===== src/rtl/regfile_param.sv =====
// Parameterized register file with link/flag destinations and a sequential clear sequencer.
// Optional same-cycle write forwarding to the read ports is enabled by defining REGFILE_BYPASS_EN.
module regfile_param #(
    parameter int DATA_W   = 32,
    parameter int ADDR_W   = 5,
    parameter int LINK_REG = 31,
    parameter int FLAG_REG = 30
) (
    input  logic              clk,
    input  logic              reset,
    input  logic              reg_write,
    input  logic [1:0]        reg_dst,
    input  logic [2:0]        mem_to_reg,
    input  logic [DATA_W-1:0] data_alu,
    input  logic [DATA_W-1:0] data_dm,
    input  logic [DATA_W-1:0] pc_plus4,
    input  logic [ADDR_W-1:0] rs,
    input  logic [ADDR_W-1:0] rt,
    input  logic [ADDR_W-1:0] rd,
    output logic [DATA_W-1:0] rs_out,
    output logic [DATA_W-1:0] rt_out,
    input  logic              clr_req,
    output logic              busy
);

    localparam int DEPTH = 2 ** ADDR_W;
    localparam logic [ADDR_W-1:0] LINK_IDX = ADDR_W'(LINK_REG);
    localparam logic [ADDR_W-1:0] FLAG_IDX = ADDR_W'(FLAG_REG);
    localparam logic [ADDR_W-1:0] LAST_IDX = ADDR_W'(DEPTH - 1);

    typedef enum logic {IDLE, CLEAR} state_t;

    state_t            state, state_nxt;
    logic [ADDR_W-1:0] cnt, cnt_nxt;
    logic              clr_start;

    logic [DATA_W-1:0] regs [DEPTH];
    logic              flag_pend;

    logic              accept;
    logic              wr_en;
    logic [ADDR_W-1:0] wr_idx;
    logic [DATA_W-1:0] wr_val;
    logic              flag_set;
    logic              flag_clr;

    assign busy = (state == CLEAR);

    // Write decode: resolves destination index and value for an accepted write.
    always_comb begin
        accept   = reg_write && (state == IDLE);
        wr_en    = 1'b0;
        wr_idx   = '0;
        wr_val   = '0;
        flag_set = 1'b0;
        if (accept) begin
            case (reg_dst)
                2'b00, 2'b01: begin
                    wr_idx = reg_dst[0] ? rd : rt;
                    if (mem_to_reg == 3'b000) begin
                        wr_en  = (wr_idx != '0);
                        wr_val = data_alu;
                    end else if (mem_to_reg == 3'b001) begin
                        wr_en  = (wr_idx != '0);
                        wr_val = data_dm;
                    end
                end
                2'b10: begin
                    wr_idx = LINK_IDX;
                    wr_en  = (LINK_IDX != '0);
                    wr_val = pc_plus4;
                end
                default: begin
                    if (mem_to_reg == 3'b011) begin
                        wr_idx   = FLAG_IDX;
                        wr_en    = (FLAG_IDX != '0);
                        wr_val   = DATA_W'(1);
                        flag_set = (FLAG_IDX != '0);
                    end
                end
            endcase
        end
        // Any accepted write retires a pending flag, even one that stores nothing.
        flag_clr = accept && flag_pend;
    end

    always_comb begin
        state_nxt = state;
        cnt_nxt   = cnt;
        clr_start = 1'b0;
        case (state)
            IDLE: begin
                if (clr_req) begin
                    state_nxt = CLEAR;
                    cnt_nxt   = ADDR_W'(1);
                    clr_start = 1'b1;
                end
            end
            default: begin
                if (cnt == LAST_IDX) begin
                    state_nxt = IDLE;
                end else begin
                    cnt_nxt = cnt + ADDR_W'(1);
                end
            end
        endcase
    end

    always_ff @(posedge clk) begin
        if (reset) begin
            for (int i = 0; i < DEPTH; i++) regs[i] <= '0;
            flag_pend <= 1'b0;
            state     <= IDLE;
            cnt       <= '0;
        end else begin
            state <= state_nxt;
            cnt   <= cnt_nxt;
            if (flag_clr) begin
                regs[FLAG_IDX] <= '0;
                flag_pend      <= 1'b0;
            end
            // Later assignments win: a new flag write overrides the auto-clear above.
            if (wr_en) regs[wr_idx] <= wr_val;
            if (flag_set) flag_pend <= 1'b1;
            if (clr_start) flag_pend <= 1'b0;
            if (state == CLEAR) regs[cnt] <= '0;
        end
    end

    always_comb begin
        rs_out = (rs == '0) ? '0 : regs[rs];
        rt_out = (rt == '0) ? '0 : regs[rt];
`ifdef REGFILE_BYPASS_EN
        if (rs != '0) begin
            if (wr_en && wr_idx == rs) rs_out = wr_val;
            else if (flag_clr && rs == FLAG_IDX) rs_out = '0;
        end
        if (rt != '0) begin
            if (wr_en && wr_idx == rt) rt_out = wr_val;
            else if (flag_clr && rt == FLAG_IDX) rt_out = '0;
        end
`endif
    end

endmodule


===== config.mk =====
export PLATFORM = sky130hd
export DESIGN_NAME = regfile_param
export DESIGN_NICKNAME = d
export VERILOG_FILES = /design/src/rtl/regfile_param.sv
export SDC_FILE = /design/constraint.sdc
export NUM_CORES = 2
export LEC_CHECK = 0
export ABC_AREA = 0
export ABC_CLOCK_PERIOD_IN_PS = 9500
export CAP_MARGIN = 10
export CORE_UTILIZATION = 45
export DETAILED_ROUTE_END_ITERATION = 7
export HOLD_SLACK_MARGIN = 0.03
export SETUP_SLACK_MARGIN = 0.3
export SLEW_MARGIN = 20
export SYNTH_ARGS = -nofsm -noshare
export SYNTH_HDL_FRONTEND = slang
export SYNTH_SLANG_ARGS = --single-unit

===== constraint.sdc =====
create_clock -name clk -period 9.5 [get_ports clk]
set_input_delay 2.375 -clock clk [delete_from_list [all_inputs] [get_ports clk]]
set_output_delay 2.375 -clock clk [all_outputs]
set_load 0.02 [all_outputs]

==> results.json <==
{
  "grt_max_degree": 91,
  "vias": 38780,
  "syn_area_um2": 54560,
  "crit_fanout": 90,
  "yosysTopAreaCell": "edfxtp_1",
  "cts_tree": "done",
  "max_slew_margin": 0.1906,
  "postCtsSetupBuffers": 0,
  "numCtsBuffers": 112,
  "p_leak_nw": 20.17,
  "pre_cts_ws_ns": 1.291,
  "powerDensity_nw_per_um2": 178.9,
  "yosysSeqAreaShare": 0.5661,
  "die_h_um": 350.2,
  "hold_class": "reg2reg",
  "vias_per_cell": 6.781,
  "synth_edf_count": 1024,
  "drt-total-wl_um": 195700,
  "antenna_left": 0,
  "drive_gt1_frac": 0.2509,
  "p_clk_frac": 0.390,
  "place_inst": 5508,
  "drt_iter0_drc": 5598,
  "status": "completed",
  "nFillCells": 10200,
  "cts.sinks": 1031,
  "final_util": 0.5181,
  "crit_type": "in2out",
  "clk_latency_ns": 0.72,
  "yosysWarnings": 0,
  "rsz0062_at_grt": "false",
  "end_kind": "output port",
  "arrival_ns": 5.91,
  "finalCritPeriodShare": 0.8719,
  "first_pass_iters": 5,
  "clockBufferDepth": 3,
  "antenna_found_initial": 3,
  "synth_area_leaders": "edfxtp_1 (56%), mux4_2 (21%), nor2_1 (7.1%)",
  "peakVddDrop_uv": 160.9,
  "cts-root-buf": "clkbuf_16",
  "io_pins": 185,
  "critPathLaunchType": "input port",
  "grt_use_total": 0.3160,
  "final_cell_mix": "nor2_1 (1027), edfxtp_1 (1024), mux4_2 (500), clkdlybuf4s50_1 (173), nand2_1 (147)",
  "tightest_slew_ns": 1.210,
  "ys_types": 59,
  "synth_async_sr_flop_share": 0,
  "finalNonFillerCells": 5718,
  "hold_viol": 0,
  "core_area_um2": 120100,
  "max_cap_violations": 0,
  "grt_pass1_vias": 38130,
  "h-tree-depth": 3,
  "overflow": 0,
  "diodes": 0,
  "setup_slack_ns": 1.217,
  "grt_pass1_wl_um": 272500,
  "period_needed_ns": 8.283,
  "cts_hold_buf": 0,
  "seqPwrFrac": 0.473,
  "syn_inst": 3907,
  "crit_start": "rt[3]",
  "hp-start": "flag_pend$_SDFFE_PP0P_",
  "setup_tns_ns": 0,
  "gp_congestion": 0.8764,
  "initial_core_util": 0.4542,
  "syn_to_final_growth_pct": 14.06,
  "yosys.area.top_type_share": 0.5636,
  "rows": 127,
  "synth-main-ff-cell": "edfxtp_1",
  "cts_resized": 0,
  "r2r_start": "busy$_SDFF_PP0_",
  "cp.required_ns": 7.13,
  "final-setup-viol-count": 0,
  "fin_area_um2": 62230,
  "drv_slew": 0,
  "fin_nets": 4133,
  "syn_area_per_cell_um2": 13.97,
  "io_buffers": 184,
  "fmax_ghz": 0.1207,
  "wl_per_cell_um": 34.23,
  "die_width_um": 350.2,
  "synth-seq-cells": 1031,
  "dp_hpwl_um": 116100,
  "p_sw_frac": 0.2615,
  "dieArea_um2": 122600,
  "internal_power_mw": 8.222,
  "clock-skew-final_ns": 0.02292,
  "power.switching_mw": 2.912,
  "final_common_cell": "nor2_1",
  "comb_power_share": 0.137,
  "cts.reportedPaths.clkPinSlew_ns": 0.06,
  "placed_area_um2": 58600,
  "drc": 0
}
==> cell families (layout without fill, tap and decap cells) <==
family          Yosys count  after routing  synth area share
flops                  1031           1031            0.5661
compound gates          324            324           0.04575
buf+inv                 373            541           0.02983
simple gates           1476           1476            0.1117
mux                     700            700            0.2461
other cells               1             32        0.00006873
fa+ha+maj                 2              2         0.0004586
==> Yosys cell counts, drive strengths merged (2+ instances only) <==
master      n
buf       182
edfxtp   1024
a21oi      40
mux2      132
o211ai     14
and2        6
ha          2
o2bb2ai     3
o21ai      25
a2111oi    40
a211oi     25
o221ai     33
a31o       15
or3b        2
a221oi     53
inv         2
o31ai       3
dfxtp       7
nand2b      6
nand3     143
a211o       3
a22oi      58
or3         3
nor2     1030
mux4      500
a311oi      3
mux2i      68
clkbuf    188
nor2b      50
nand2     165
nor3       16
and3       35
a21o        2
a2bb2oi     4
nor4       12
==> power by group through the flow <==
stage | logic (mW) | clock network (mW) | registers (mW)
finish | 1.53 | 4.34 | 5.27
global route | 1.56 | 4.51 | 5.28
CTS | 1.50 | 4.36 | 5.26
detailed placement | 1.50 | 0 | 5.36
global placement | 1.49 | 0 | 5.35
floorplan | 0.864 | 0 | 5.32
==> cell type report <==
type                            count  area, µm²  share of cell area
Clock inverter                     71      593.1            0.009530
Multi-Input combinational cell   2534      22590              0.3629
Inverter                            3      11.26           0.0001809
Clock buffer                      138       3013             0.04841
Tap cell                         1612       2017             0.03241
Sequential cell                  1031      30890              0.4963
Timing Repair Buffer              329       3126             0.05022
==> through the flow <==
stage	hold WS, ns	power (mW)
after floorplan	0.4492	6.187
after global placement	0.4598	6.837
after detailed placement	0.4723	6.852
after CTS	0.4807	11.12
after global routing	0.5069	11.36
final	0.4821	11.13
==> flip-flops by register name, summed over array words and instances, names as in the netlist <==
signal	count
busy	1
cnt	5
flag_pend	1
regs	1024
==> worst paths after layout <==
path	depth (start not counted)	end	slack, ns
hold / removal	2	flag_pend$_SDFFE_PP0P_	0.48
hold reg to reg	2	flag_pend$_SDFFE_PP0P_	0.48
setup / recovery	6	rt_out[23]	1.22
setup reg to reg	7	regs[7][18]$_SDFFCE_PN0P_	4.91
==> critical path, cell delays in order <==
cell and delay [ns]:
clkbuf_8 0.58, buf_4 0.37, mux4_2 0.32, a221oi_1 1.01
a2111oi_0 0.46, clkdlybuf4s50_1 0.65
==> layer usage <==
metal	track usage	routed length [µm]	vias to the layer above
li1	-	-	15450
met1	0.4249	71790	19970
met2	0.4892	88510	2876
met3	0.07618	25370	486
met4	0.1411	10010	2
met5	0	12	-
Note: power is estimated with default switching activity, not from simulation.
